--- src/rtl/uart_pkg.sv ---
// rtl/uart_pkg.sv - UART frame states, parity helper and baud timing derivation.
package uart_pkg;

  typedef enum logic [2:0] {
    IDLE,
    START,
    DATA,
    PARITY,
    STOP
  } uart_state_t;

  function automatic logic even_parity(input logic [7:0] data_byte);
    return ^data_byte;
  endfunction

  function automatic int calc_cycles_per_bit(input int clock_freq, input int baud);
    return clock_freq / baud;
  endfunction

  function automatic int calc_half_bit(input int clock_freq, input int baud);
    return calc_cycles_per_bit(clock_freq, baud) / 2;
  endfunction

endpackage

--- src/rtl/uart_rx_sync.sv ---
// rtl/uart_rx_sync.sv - 2-flop RX line synchronizer with falling-edge detect.
module uart_rx_sync (
  input  logic clk,
  input  logic rst,
  input  logic rx_in,
  output logic rx_sync,
  output logic rx_fall
);

  logic r_meta;
  logic r_sync;
  logic r_prev;

  // All flops reset to the idle-high line level so reset never looks like an edge.
  always_ff @(posedge clk) begin
    if (rst) begin
      r_meta <= 1'b1;
      r_sync <= 1'b1;
      r_prev <= 1'b1;
    end else begin
      r_meta <= rx_in;
      r_sync <= r_meta;
      r_prev <= r_sync;
    end
  end

  assign rx_sync = r_sync;
  assign rx_fall = r_prev & ~r_sync;

endmodule

--- src/rtl/uart_receiver.sv ---
// rtl/uart_receiver.sv - 8E1 UART receiver feeding the RX FIFO with one-cycle strobes.
module uart_receiver
  import uart_pkg::*;
#(
  parameter int clock_freq = 50_000_000,
  parameter int baud       = 9600
) (
  input  logic       clk,
  input  logic       rst,
  input  logic       receive_wire,
  input  logic       fifo_full,
  output logic       fifo_write,
  output logic [7:0] data_out,
  output logic       parity_error,
  output logic       framing_error,
  output logic       overrun_error,
  output logic       state_busy
);

  localparam int CPB  = calc_cycles_per_bit(clock_freq, baud);
  localparam int HALF = calc_half_bit(clock_freq, baud);
  localparam int CW   = (CPB > 2) ? $clog2(CPB) : 1;
  localparam logic [CW-1:0] LAST_CNT = CW'(CPB - 1);
  localparam logic [CW-1:0] HALF_CNT = CW'(HALF - 1);

  uart_state_t r_state;
  uart_state_t w_state_next;

  logic [CW-1:0] r_bit_counter;
  logic [2:0]    r_bit_index;
  logic [7:0]    r_shift_reg;
  logic          r_rx_parity;
  logic          w_rx_sync;
  logic          w_rx_fall;
  logic          w_bit_tick;
  logic          w_half_tick;

  uart_rx_sync u_sync (
    .clk     (clk),
    .rst     (rst),
    .rx_in   (receive_wire),
    .rx_sync (w_rx_sync),
    .rx_fall (w_rx_fall)
  );

  assign w_bit_tick  = (r_bit_counter == LAST_CNT);
  assign w_half_tick = (r_bit_counter == HALF_CNT);

  always_ff @(posedge clk) begin
    if (rst) begin
      r_state <= IDLE;
    end else begin
      r_state <= w_state_next;
    end
  end

  always_comb begin
    w_state_next = r_state;
    case (r_state)
      IDLE:    if (w_rx_fall) w_state_next = START;
      START:   if (w_half_tick) w_state_next = w_rx_sync ? IDLE : DATA;
      DATA:    if (w_bit_tick && (r_bit_index == 3'd7)) w_state_next = PARITY;
      PARITY:  if (w_bit_tick) w_state_next = STOP;
      STOP:    if (w_bit_tick) w_state_next = IDLE;
      default: w_state_next = IDLE;
    endcase
  end

  always_ff @(posedge clk) begin
    if (rst) begin
      r_bit_counter <= '0;
      r_bit_index   <= 3'd0;
      r_shift_reg   <= 8'h00;
      r_rx_parity   <= 1'b0;
      fifo_write    <= 1'b0;
      data_out      <= 8'h00;
      parity_error  <= 1'b0;
      framing_error <= 1'b0;
      overrun_error <= 1'b0;
      state_busy    <= 1'b0;
    end else begin
      fifo_write    <= 1'b0;
      parity_error  <= 1'b0;
      framing_error <= 1'b0;
      overrun_error <= 1'b0;
      state_busy    <= (w_state_next != IDLE);

      if (r_state == IDLE) begin
        r_bit_counter <= '0;
        r_bit_index   <= 3'd0;
      end else if ((r_state == START) ? w_half_tick : w_bit_tick) begin
        r_bit_counter <= '0;
      end else begin
        r_bit_counter <= r_bit_counter + 1'b1;
      end

      if (w_bit_tick) begin
        case (r_state)
          DATA: begin
            r_shift_reg[r_bit_index] <= w_rx_sync;
            r_bit_index              <= r_bit_index + 3'd1;
          end
          PARITY: r_rx_parity <= w_rx_sync;
          // Outcome priority: framing, then parity, then overrun.
          STOP: begin
            if (!w_rx_sync) begin
              framing_error <= 1'b1;
            end else if (r_rx_parity != even_parity(r_shift_reg)) begin
              parity_error <= 1'b1;
            end else if (fifo_full) begin
              overrun_error <= 1'b1;
            end else begin
              data_out   <= r_shift_reg;
              fifo_write <= 1'b1;
            end
          end
          default: ;
        endcase
      end
    end
  end

endmodule
--- config.mk ---
export PLATFORM = sky130hd
export DESIGN_NAME = uart_receiver
export DESIGN_NICKNAME = d
export VERILOG_FILES = /design/src/rtl/uart_pkg.sv /design/src/rtl/uart_rx_sync.sv /design/src/rtl/uart_receiver.sv
export SDC_FILE = /design/constraint.sdc
export NUM_CORES = 1
export LEC_CHECK = 0
export CAP_MARGIN = 20
export CORE_ASPECT_RATIO = 1.1
export CORE_UTILIZATION = 30
export CTS_CLUSTER_SIZE = 25
export DETAILED_ROUTE_END_ITERATION = 6
export GPL_TIMING_DRIVEN = 1
export PLACE_DENSITY = 0.45
export SYNTH_ARGS = -nofsm -noshare
export SYNTH_HDL_FRONTEND = slang
export SYNTH_HIERARCHICAL = 1
export SYNTH_SLANG_ARGS = --single-unit
--- constraint.sdc ---
create_clock -name clk -period 1.7 [get_ports clk]
set_input_delay 0.34 -clock clk [delete_from_list [all_inputs] [get_ports clk]]
set_output_delay 0.34 -clock clk [all_outputs]
set_load 0.02 [all_outputs]
==> results.toml <==
[logic_synthesis]
syn_inst = 223
synth_area_per_cell_um2 = 9.08
syn_nets = 230
ys_types = 47
netlist_area_um2 = 2020
synth_edf_count = 0
ys_ff_latch = 44
yosysSeqAreaShare = 0.435
synthFlopType = "dfxtp_1"
ys_warn_count = 6
async_flop_share = 0

[clock_tree]
clk_latency_ps = 300
tritoncts = "yes"
clock-root-buffer = "clkbuf_8"
cts_buffer_depth = 2
postCtsHoldBufs = 0
clkTransAtPathRegs_ps = 80
htree_levels = 2
cts.sinks = 44
cts_inserted_buffers = 5

[detailed_routing]
ant_nets = 0
drc = 0
drt-initial-drc-count = 68
dr.pass1.iters = 4
wl_per_cell_um = 12.7
via_per_inst = 4.76
drt-total-wl_mm = 4.54
vias = 1710

[worst_setup_path]
critical_path_depth = 7
max_stage_delay_ps = 410
critPathLaunchType = "register"
path_delay_family = "simple AND/OR/NAND/NOR gates"
reg2reg_from = "r_bit_counter[1]"
cp_num_buf_inv = 1
rrSetupSlack_ps = -80
critPathCaptureType = "register"
reg2reg_to = "r_shift_reg[5]"
critPathMaxFanout = 7
crit_arrival_ps = 2020
worst_path_max_delay_cell = "or4_4"
cp.required_ps = 1940
rr_worst_depth = 7
critPathKind = "reg -> reg"
worstPathCellList = "ha_4 -> and4bb_1 -> and4_4 -> buf_4 -> nand2_4 -> or4_4 -> a21oi_2"

[sta]
setup_viol = 5
rsz0062_at_grt = "true"
skew_ps = 9.31
relSlewSlack = 0.751
setup_ws_ps = -83.9
fmax_ghz = 0.561
max_slew.worst_pin.slew_ps = 372
period_share = 1.05
fin_crit_ps = 1780
holdWs_ps = 417
finalSetupTns_ps = -204
hold_viol = 0
drv_slew = 0

[cells_and_area]
drive_above_1_share = 0.347
largest_reg_flops = 13
multi_input_area_um2 = 1270
regArea_um2 = 886
area_delta_synth_final_pct = 41.5
finalInstanceArea_um2 = 2870
nets = 283
diodes = 0
n_fill_cell = 672

[placement]
dpl_cell_area_um2 = 2470
gp_congestion = 0.740
portBuffers = 16
hpwl_mm = 3.23

[global_route]
grt_use_total = 0.141
grt_pass1_vias = 1635
grt_antenna_before_repair = 0
grt_pass1_wl_mm = 7.61
grt_start_max_net_pins = 15
grt_overflow = 0

[run_status]
violations = "setup timing"
status = "complete, but fails checks"

[floorplanning]
fp.dieH_um = 88.2
rows = 31
coreArea_um2 = 6560
die_w_um = 80.3
boundaryPins = 17
dieArea_um2 = 7080
initial_utilization = 0.309

[hold_path]
worstHoldEndpoint = "u_sync/rx_sync"
holdPathStages = 1
hold_path.class = "reg -> reg"
holdCritStartpoint = "u_sync/r_meta"

[pwr]
leakage_nw = 1.05
pwr_density_cell_nw_per_um2 = 685
worst_ir_drop_vdd_v = 0.000337

[flow_run]
cap_violations = 0
## report_power, final
part	switching, mW	internal (mW)
Combinational	0.0374	0.0269
Sequential	0.00243	1.04
Clock	0.378	0.481
## per-stage QoR
stage               cells   util  power [mW]  worst slack, ps
floorplan             223      -        1.10            -6.55
global placement      343  0.377        1.13            -80.1
detailed placement    343  0.377        1.13            -98.6
CTS                   354  0.408        1.99            -82.7
global route          359  0.437        2.04             -167
finish                359  0.437        1.96            -83.9
## worst max path at each step
| stage | from | end | slack (ps) |
|---|---|---|---|
| 2_1_floorplan | r_bit_counter[0] | state_busy | -7 |
| 5_1_grt | r_bit_counter[1] | state_busy | -170 |
| 4_1_cts | r_bit_counter[1] | state_busy | -80 |
| 6_report | r_bit_counter[1] | r_shift_reg[5] | -80 |
| 3_5_place_dp | r_bit_counter[1] | r_shift_reg[4] | -100 |
| 3_3_place_gp | r_shift_reg[6] | data_out[4] | -80 |
## layer usage
metal	GRT usage	wire (um)	share of wire	vias up
li1	-	-	-	882
met1	0.159	2000	0.44	802
met2	0.258	2370	0.52	21
met3	0.0344	108	0.024	5
met4	0.0487	67	0.015	0
met5	0	0	0	-
## cells in the final DEF, fill, tap and decap left out, types with 4 or more instances in the layout
master,synthesis,layout
clkdlybuf4s50_1,0,16
clkbuf_8,0,6
buf_4,1,34
nand3_1,17,13
nor2_1,28,26
nand2_1,14,13
xor2_1,9,8
and3_1,4,4
a21oi_1,18,9
a21oi_2,0,9
or3_1,6,4
o21ai_0,11,5
xnor2_1,9,6
dfxtp_1,44,40
o21ai_2,0,4
mux2i_1,4,4
dfxtp_2,0,4
## cell usage after synthesis, types with 2 or more instances
| library cell | count | area (um^2) |
|---|---|---|
| nor4_1 | 3 | 18.8 |
| nand4_1 | 2 | 12.5 |
| nand3_1 | 17 | 85.1 |
| buf_2 | 3 | 15.0 |
| and4bb_1 | 2 | 25.0 |
| or3_1 | 6 | 37.5 |
| ha_1 | 3 | 37.5 |
| o31ai_1 | 2 | 15.0 |
| and3_1 | 4 | 25.0 |
| nor2b_1 | 2 | 12.5 |
| nand2b_1 | 3 | 18.8 |
| or4_1 | 3 | 22.5 |
| or2_2 | 2 | 12.5 |
| or2_1 | 3 | 18.8 |
| xnor2_1 | 9 | 78.8 |
| o21ai_0 | 11 | 55.1 |
| xor2_1 | 9 | 78.8 |
| nor3_1 | 3 | 15.0 |
| and2_1 | 2 | 12.5 |
| mux2i_1 | 4 | 40.0 |
| a21oi_1 | 18 | 90.1 |
| and2_2 | 2 | 15.0 |
| nor2_1 | 28 | 105 |
| nand2_1 | 14 | 52.6 |
| dfxtp_1 | 44 | 881 |
| inv_1 | 3 | 11.3 |
## layout make-up
| cell class | count | share of cell area |
|---|---|---|
| inverter | 3 | 0.00393 |
| sequential | 44 | 0.309 |
| timing repair buffer | 54 | 0.164 |
| tap | 82 | 0.0358 |
| multi-input combinational | 168 | 0.445 |
| clock buffer | 6 | 0.0288 |
| clock inverter | 2 | 0.0135 |
## logic make-up after synthesis
kind of cell             Yosys count  share of synthesized area
multiplexers                       5                     0.0253
adder cells (fa/ha/maj)            3                     0.0185
flip-flops                        44                      0.435
AND/OR/NAND/NOR                  105                      0.295
XOR/XNOR                          19                     0.0890
buffers and inverters             11                     0.0383
AO/OA/AOI/OAI                     36                     0.0989
## repair_timing
item                       CTS  global route
buffers inserted             3             5
setup endpoints to repair   16            20
pin swaps                    5            15
gates resized for setup     11            40
No activity file was read; power rests on OpenSTA's default activity.
